File: config.mk
export PLATFORM = sky130hd
export DESIGN_NAME = term_writer
export DESIGN_NICKNAME = d
export VERILOG_FILES = /design/src/rtl/quasi_term_pkg.sv /design/src/rtl/term_writer.sv
export SDC_FILE = /design/constraint.sdc
export NUM_CORES = 1
export LEC_CHECK = 0
export CAP_MARGIN = 20
export CORE_MARGIN = 2
export CORE_UTILIZATION = 42
export DETAILED_ROUTE_END_ITERATION = 8
export PLACE_DENSITY = 0.68
export SLEW_MARGIN = 0
export SYNTH_ARGS = -nofsm -noshare
export SYNTH_HDL_FRONTEND = slang
export SYNTH_SLANG_ARGS = --single-unit
File: constraint.sdc
create_clock -name clk -period 3.48 [get_ports clk]
set_clock_uncertainty 0.15 [all_clocks]
set_input_delay 0.522 -clock clk [delete_from_list [all_inputs] [get_ports clk]]
set_output_delay 0.522 -clock clk [all_outputs]
set_load 0.02 [all_outputs]
File: src/rtl/quasi_term_pkg.sv
// Shared constants, control codes and FSM state type for the text-terminal writer.
package quasi_term_pkg;

  localparam int DEF_COLS = 80;
  localparam int DEF_ROWS = 30;

  localparam logic [7:0] CH_BS    = 8'h08;
  localparam logic [7:0] CH_TAB   = 8'h09;
  localparam logic [7:0] CH_LF    = 8'h0A;
  localparam logic [7:0] CH_FF    = 8'h0C;
  localparam logic [7:0] CH_CR    = 8'h0D;
  localparam logic [7:0] CH_SPACE = 8'h20;
  localparam logic [7:0] CH_TILDE = 8'h7E;

  typedef enum logic [1:0] {
    CLR_ALL,
    IDLE,
    CLR_LINE
  } term_state_t;

  // Linear cell address; with cols=80 this reduces to (row<<6)+(row<<4)+col.
  function automatic logic [11:0] cell_addr(input logic [4:0] row, input logic [6:0] col,
                                            input int cols);
    return 12'(int'(row) * cols + int'(col));
  endfunction

endpackage

File: src/rtl/term_writer.sv
// Byte-stream text terminal: tracks a cursor, interprets control codes and
// emits one registered framebuffer cell write per cycle, with full/line clears.
module term_writer
  import quasi_term_pkg::*;
#(
  parameter int         COLS       = DEF_COLS,
  parameter int         ROWS       = DEF_ROWS,
  parameter logic [7:0] CLEAR_ATTR = 8'h0F
) (
  input  logic        clk,
  input  logic        rst,
  input  logic [7:0]  in_data,
  input  logic        in_valid,
  output logic        in_ready,
  input  logic [7:0]  attr,
  output logic [11:0] fb_a,
  output logic [15:0] fb_d,
  output logic        fb_we,
  output logic [4:0]  cur_row,
  output logic [6:0]  cur_col
);

  localparam logic [11:0] CELLS     = 12'(ROWS * COLS);
  localparam logic [11:0] LINE_LEN  = 12'(COLS);
  localparam logic [6:0]  LAST_COL  = 7'(COLS - 1);
  localparam logic [4:0]  LAST_ROW  = 5'(ROWS - 1);
  localparam logic [7:0]  TAB_LIMIT = 8'(COLS);
  localparam logic [15:0] BLANK     = {CLEAR_ATTR, CH_SPACE};

  term_state_t state_q;
  logic [11:0] clr_q;
  logic [4:0]  row_q;
  logic [6:0]  col_q;
  logic [11:0] fb_a_q;
  logic [15:0] fb_d_q;
  logic        fb_we_q;

  logic        accept_d;
  logic        is_print_d;
  logic [7:0]  tab_col_d;
  logic [4:0]  next_row_d;
  logic        line_end_d;
  logic [11:0] line_base_d;

  // NOTE: in_ready decodes state directly, so a byte offered while clearing is simply not taken.
  assign in_ready = (state_q == IDLE);

  always_comb begin
    accept_d    = in_valid && (state_q == IDLE);
    is_print_d  = (in_data >= CH_SPACE) && (in_data <= CH_TILDE);
    tab_col_d   = {1'b0, col_q | 7'd7} + 8'd1;
    next_row_d  = (row_q == LAST_ROW) ? 5'd0 : row_q + 5'd1;
    line_base_d = cell_addr(row_q, 7'd0, COLS);
    line_end_d  = accept_d && ((is_print_d && col_q == LAST_COL) ||
                               (in_data == CH_LF) ||
                               (in_data == CH_TAB && tab_col_d >= TAB_LIMIT));
  end

  // NOTE: every state register uses non-blocking assignment so all updates land on the same edge.
  always_ff @(posedge clk or posedge rst) begin
    if (rst) begin
      state_q <= CLR_ALL;
      clr_q   <= '0;
      row_q   <= '0;
      col_q   <= '0;
      fb_a_q  <= '0;
      fb_d_q  <= '0;
      fb_we_q <= 1'b0;
    end else begin
      fb_we_q <= 1'b0;
      unique case (state_q)
        CLR_ALL: begin
          if (clr_q == CELLS) begin
            state_q <= IDLE;
            clr_q   <= '0;
          end else begin
            fb_we_q <= 1'b1;
            fb_a_q  <= clr_q;
            fb_d_q  <= BLANK;
            clr_q   <= clr_q + 12'd1;
          end
        end
        CLR_LINE: begin
          if (clr_q == LINE_LEN) begin
            state_q <= IDLE;
            clr_q   <= '0;
          end else begin
            fb_we_q <= 1'b1;
            fb_a_q  <= line_base_d + clr_q;
            fb_d_q  <= BLANK;
            clr_q   <= clr_q + 12'd1;
          end
        end
        IDLE: begin
          if (accept_d) begin
            if (is_print_d) begin
              fb_we_q <= 1'b1;
              fb_a_q  <= cell_addr(row_q, col_q, COLS);
              fb_d_q  <= {attr, in_data};
              col_q   <= col_q + 7'd1;
            end else begin
              case (in_data)
                CH_CR:  col_q <= '0;
                CH_BS:  if (col_q != 7'd0) col_q <= col_q - 7'd1;
                CH_TAB: col_q <= tab_col_d[6:0];
                CH_FF: begin
                  state_q <= CLR_ALL;
                  clr_q   <= '0;
                  row_q   <= '0;
                  col_q   <= '0;
                end
                default: ;
              endcase
            end
            // Row advance overrides the column update above for wrap, LF and overflowing TAB.
            if (line_end_d) begin
              state_q <= CLR_LINE;
              clr_q   <= '0;
              row_q   <= next_row_d;
              col_q   <= '0;
            end
          end
        end
        default: state_q <= CLR_ALL;
      endcase
    end
  end

  assign fb_a    = fb_a_q;
  assign fb_d    = fb_d_q;
  assign fb_we   = fb_we_q;
  assign cur_row = row_q;
  assign cur_col = col_q;

endmodule
After elaboration in Yosys (flattened, before gate mapping)
Cells that the tools add are included.

storage, ports and cells
  bits in writable memories = 0
  bits of input ports = 19
  memory bits (read-only) = 0
  register bits = 55
  memories = 0
  latch bits = 0

cells by class
  $lt $le $gt $ge = 3
  muxes and demuxes = 37
  multiply operators = 1
  reduce and logical (&&, ||, !) cells = 18
  shifts and indexed selects = 0
  bitwise logic cells = 0
  add/subtract/negate cells = 7
  div/mod/pow operators = 0
  eq/ne operators = 21

operator list
  operator                                                        count
  2-to-1 mux 12 bit                                               10
  case mux 12 bit (3 select lines)                                2
  2-to-1 mux 16 bit                                               4
  case mux 16 bit (3 select lines)                                1
  == test 8 x 4 -> 1 bit, second input constant                   5
  2-to-1 mux 7 bit                                                3
  case mux 7 bit (3 select lines)                                 1
  2-to-1 mux 5 bit                                                4
  adder 12 x 1 -> 12 bit, second input constant                   1
  adder 12 bit                                                    1
  adder 12 x 7 -> 12 bit                                          1
  == test 12 bit, second input constant                           1
  == test 12 x 7 -> 1 bit, second input constant                  1
  2-to-1 mux 2 bit                                                6
  AND reduction 4 bit                                             3
  AND reduction 5 bit                                             2
  adder 7 x 1 -> 8 bit, second input constant                     1
  >= comparator 8 x 6 -> 1 bit, second input constant             1
  >= comparator 8 x 7 -> 1 bit, second input constant             1
  less-or-equal comparator 8 x 7 -> 1 bit, second input constant  1
  multiplier 5 x 3 -> 8 bit, second input constant                1
  != test 2 bit, second input constant                            4
  adder 7 x 1 -> 7 bit, second input constant                     1
  == test 7 bit, second input constant                            1
  20 further kinds                                                30

Logic depth before layout (Yosys ltp)
  depth in word-level cells = 9
  depth in mapped cells = 13
  depth with buffers taken out = 12

Worst setup path before layout
OpenSTA, ideal clock, no wires.

  kind = register -> register
  from = register state_q[1]
  to = register fb_a_q[10] (netlist: fb_a[10])
  period minus slack after synthesis = 3.460 ns
  cell stages (with the launch flop) = 14
  path slack = 0.020 ns
  data arrival time = 3.181 ns
  library setup time = 0.129 ns
  buffers on the path = 2
  path through = dfrtp_1 > inv_1 > ha_1 > clkbuf_1 > clkbuf_1 > mux2_2 > ha_1 > fa_1 > a21o_1 > a21oi_1 > o21bai_1 > mux2i_1 > a221oi_1 > o21ai_0

between the ends
  cells in the longest elaborated chain, start to end = 4

RTL lines
  what                                     RTL line           source
  start: declaration                       term_writer.sv:30  term_state_t state_q;
  start signal: assignment                 term_writer.sv:62  state_q <= CLR_ALL;
  start signal: assignment                 term_writer.sv:74  state_q <= IDLE;
  start signal: assignment                 term_writer.sv:85  state_q <= IDLE;
  == test 2 x 1 -> 1 bit (*)               --
  net in_ready                             term_writer.sv:14  output logic in_ready,
  logical AND 1 bit                        term_writer.sv:49  accept_d = in_valid && (state_q == IDLE);
  != test 2 x 1 -> 1 bit (no source line)  --
  AND reduction 5 bit (no source line)     --
  end signal: assignment                   term_writer.sv:78  fb_a_q <= clr_q;
  end signal: assignment                   term_writer.sv:89  fb_a_q <= line_base_d + clr_q;
  end signal: assignment                   term_writer.sv:98  fb_a_q <= cell_addr(row_q, col_q, COLS);
  end: declaration                         term_writer.sv:34  logic [11:0] fb_a_q;

Mark *: on every way through the listed nets, which the timed path passes. The rest lies on a longest branch.
A chain may end at the register's enable or synchronous reset.

Worst setup path after layout
  from = register row_q[0] (netlist: cur_row[0])
  to = register fb_a_q[11] (netlist: fb_a[11])

between the ends
  cells in the longest elaborated chain, start to end = 5

RTL lines
  what                                  RTL line              source
  start: declaration                    term_writer.sv:32     logic [4:0] row_q;
  start signal: assignment              term_writer.sv:119    row_q <= next_row_d;
  multiplier 5 x 3 -> 8 bit (*)         quasi_term_pkg.sv:24  return 12'(int'(row) * cols + int'(col));
  adder 12 x 7 -> 12 bit                quasi_term_pkg.sv:24
  2-to-1 mux 12 bit                     term_writer.sv:96     if (is_print_d) begin
  2-to-1 mux 12 bit                     term_writer.sv:95     if (accept_d) begin
  case mux 12 bit (3 select lines) (*)  term_writer.sv:71     unique case (state_q)

Mark *: on every way between the ends. The rest lies on a longest branch, timed or not. The select of a mux whose other input is x is not followed.

==> flow_summary.ini <==
[run_status]
outcome = finished, final reports clean

[sta]
rsz0062_at_grt = false
hold_viol = 0
setup_viol = 0
worst_pin_slew_ns = 0.681
clock.fmax_mhz = 318
setup_tns_ns = 0
timing.final.crit_share = 0.903
drv_slew = 0
period_minus_slack_ns = 3.14
max_slew_margin = 0.544

[detailed_routing]
routedWlPerCell_um = 15.3
viasPerCell = 5.54
ant_nets = 0
drt-total-wl_um = 9090
drc = 0
vias = 3287
drtIter0Drc = 185
drt-pass1-iter-count = 4

[critical_path]
crit_path_max_incr_delay_ns = 0.50
crit_path_top_delay_cell = dfrtp_1
r2r_slack_ns = 0.34
cp-end-kind = flop
crit_top_cell = ha_1
arrival_ns = 3.18
cp_cell_sequence = ha_1, ha_1, fa_1, ha_1, nand3_1, o211ai_1, o41ai_1, xnor2_1, a221oi_1, a21oi_1
r2r_end = fb_a[11]$_DFFE_PP0P_
crit_fanout = 9
crit_path_start_kind = flop
path_class = reg -> reg
worstRegToRegCells = 10
crit_required_ns = 3.52
regToRegStartpoint = cur_row[0]$_DFFE_PP0P_

[floorplan]
start_util = 0.432
fp.dieW_um = 98.5
die_area_um2 = 9690
ios = 61
rows = 34
core_area_um2 = 8680
die_h_um = 98.5

[clocking]
cts_max_path_buffers = 2
post_cts_buffers = 0
cts_htree_levels = 2
post_cts_resized = 0
tritoncts = done
worstSkewPairLatency_ns = 0.32
numCtsBuffers = 5
clockRootBuffer = clkbuf_8
clk_pin_slew_ns = 0.11
cts.sinks = 55
cts_hold_buf = 0

[yosys]
seq_area_frac_synth = 0.367
ys_types = 63
synth_top_family_by_area = compound AO/OA/AOI/OAI gates
yosys.area_share.adder = 0.101
synthXorXnorAreaFrac = 0.0257
syn-instance-count = 425
synth_ff_type = dfrtp_1
synth_compound_area_frac = 0.221
syn_area_um2 = 3750
synth_nets = 473
synth_area_per_cell_um2 = 8.82
ys_seq_elements = 55
yosys.area_share.simple = 0.219
async_reset_ff_frac = 1.00
muxShareOfSynthArea = 0.0224
yosysWarningCount = 0
synth_edf_count = 0

[finish]
layout-drive-gt1-share = 0.0701
utilization = 0.530
syn_to_final_growth_pct = 22.7
n_antenna_cell = 0
layout.nets = 532
num-fill-cells = 807

[global_route]
grt_remaining_overflow = 0
grt_pass1_wl_um = 15300
grt_pass1_vias = 3196
antenna_found_initial = 0
grt.total_usage = 0.191
grt_max_degree = 42

[placed_design]
place_congestion = 0.866
io_buffer_count = 60
dp.final_hpwl_um = 6840

[run]
drv_cap = 0

[worst_hold_path]
hold_class = reg -> reg
hold_depth = 2
min-delay-start = fb_a[9]$_DFFE_PP0P_
min_to = fb_a[9]$_DFFE_PP0P_

[pwr]
irDropWorstVdd_uv = 371
p_leak_uw = 0.00196
p_per_area_nw_per_um2 = 677
## Yosys cell counts, types with 4 or more instances
cell type / n / area, um^2
nor3_1: 5 / 25.0
nor2b_1: 15 / 93.8
o211ai_1: 5 / 37.5
ha_1: 27 / 338
nand3_1: 13 / 65.1
dfrtp_1: 55 / 1380
a32oi_1: 5 / 43.8
nor2_1: 16 / 60.1
clkbuf_1: 15 / 56.3
mux2i_1: 5 / 50.1
a221oi_1: 4 / 35.0
nand2_1: 65 / 244
a22oi_1: 5 / 37.5
o31ai_1: 8 / 60.1
xnor2_1: 9 / 78.8
o21ai_0: 52 / 260
nand4_1: 7 / 43.8
and2_1: 4 / 25.0
a21oi_1: 14 / 70.1
a21o_1: 6 / 45.0
inv_1: 22 / 82.6
## cell type report
cell class | instances | area (um^2) | area share
clock buffers | 5 | 68.8 | 0.0150
repair buffers | 71 | 696 | 0.151
inverters | 23 | 86.3 | 0.0188
flip-flops and latches | 55 | 1380 | 0.299
well taps | 108 | 135 | 0.0294
clock inverters | 3 | 31.3 | 0.00680
multi-input cells | 328 | 2210 | 0.480
## logic make-up after synthesis
logic type	count (synthesis)
adder cells (fa/ha/maj)	29
flip-flops	55
multiplexers	8
AND/OR/NAND/NOR	156
buffers and inverters	42
XOR/XNOR	11
AO/OA/AOI/OAI	124
## power breakdown
part	internal, uW	switching [uW]
sequential	839	226
clock	155	236
combinational	716	943
## worst max path at each step
stage	start	to	slack (ns)	cells after the start
2_1_floorplan	state_q[1]$_DFFE_PP0P_	fb_a[10]$_DFFE_PP0P_	0.02	13
3_3_place_gp	in_data[2]	clr_q[11]$_DFFE_PP0P_	0.43	8
3_5_place_dp	in_data[6]	clr_q[11]$_DFFE_PP0P_	0.31	8
4_1_cts	cur_row[0]$_DFFE_PP0P_	fb_a[11]$_DFFE_PP0P_	0.33	10
5_1_grt	cur_row[0]$_DFFE_PP0P_	fb_a[11]$_DFFE_PP0P_	0.16	10
6_report	cur_row[0]$_DFFE_PP0P_	fb_a[11]$_DFFE_PP0P_	0.34	10
## routing by layer
metal,routed length [um],track usage
met1,4350,0.261
met2,4320,0.311
met3,288,0.0298
met4,129,0.0632
met5,0,0
## stage by stage
| stage | setup slack (ns) | power (uW) | hold WS (ns) | cell area (um^2) | cells |
|---|---|---|---|---|---|
| 2_1_floorplan | 0.0199 | 2060 | 0.368 | 3750 | 425 |
| 3_3_place_gp | 0.428 | 2710 | 0.313 | 4500 | 585 |
| 3_5_place_dp | 0.312 | 2730 | 0.322 | 4500 | 585 |
| 4_1_cts | 0.326 | 3130 | 0.346 | 4600 | 593 |
| 5_1_grt | 0.164 | 3350 | 0.365 | 4600 | 593 |
| 6_report | 0.339 | 3120 | 0.337 | 4600 | 593 |
## placed cells by master, fill, tap and decap left out, drive strengths merged, types with 11 or more instances in the layout
| cell | instances |
|---|---|
| nand2 | 65 |
| clkdlybuf4s50 | 60 |
| dfrtp | 55 |
| o21ai | 52 |
| ha | 27 |
| inv | 26 |
| nor2 | 16 |
| nor2b | 15 |
| a21oi | 14 |
| nand3 | 13 |
| buf | 11 |
## state kept, by name, indices dropped and copies added, names as in the netlist
register / count
state_q: 2
fb_a: 12
fb_we: 1
clr_q: 12
fb_d: 16
cur_col: 7
cur_row: 5
## critical path, delay by kind of cell (launching register included)
kind / cells / cell delay [ns]
AO/OA/AOI/OAI: 4 / 0.83
adder cells (fa/ha/maj): 4 / 1.26
flip-flops: 1 / 0.50
AND/OR/NAND/NOR: 1 / 0.11
XOR/XNOR: 1 / 0.17
Note: power is estimated with default switching activity, not from simulation.
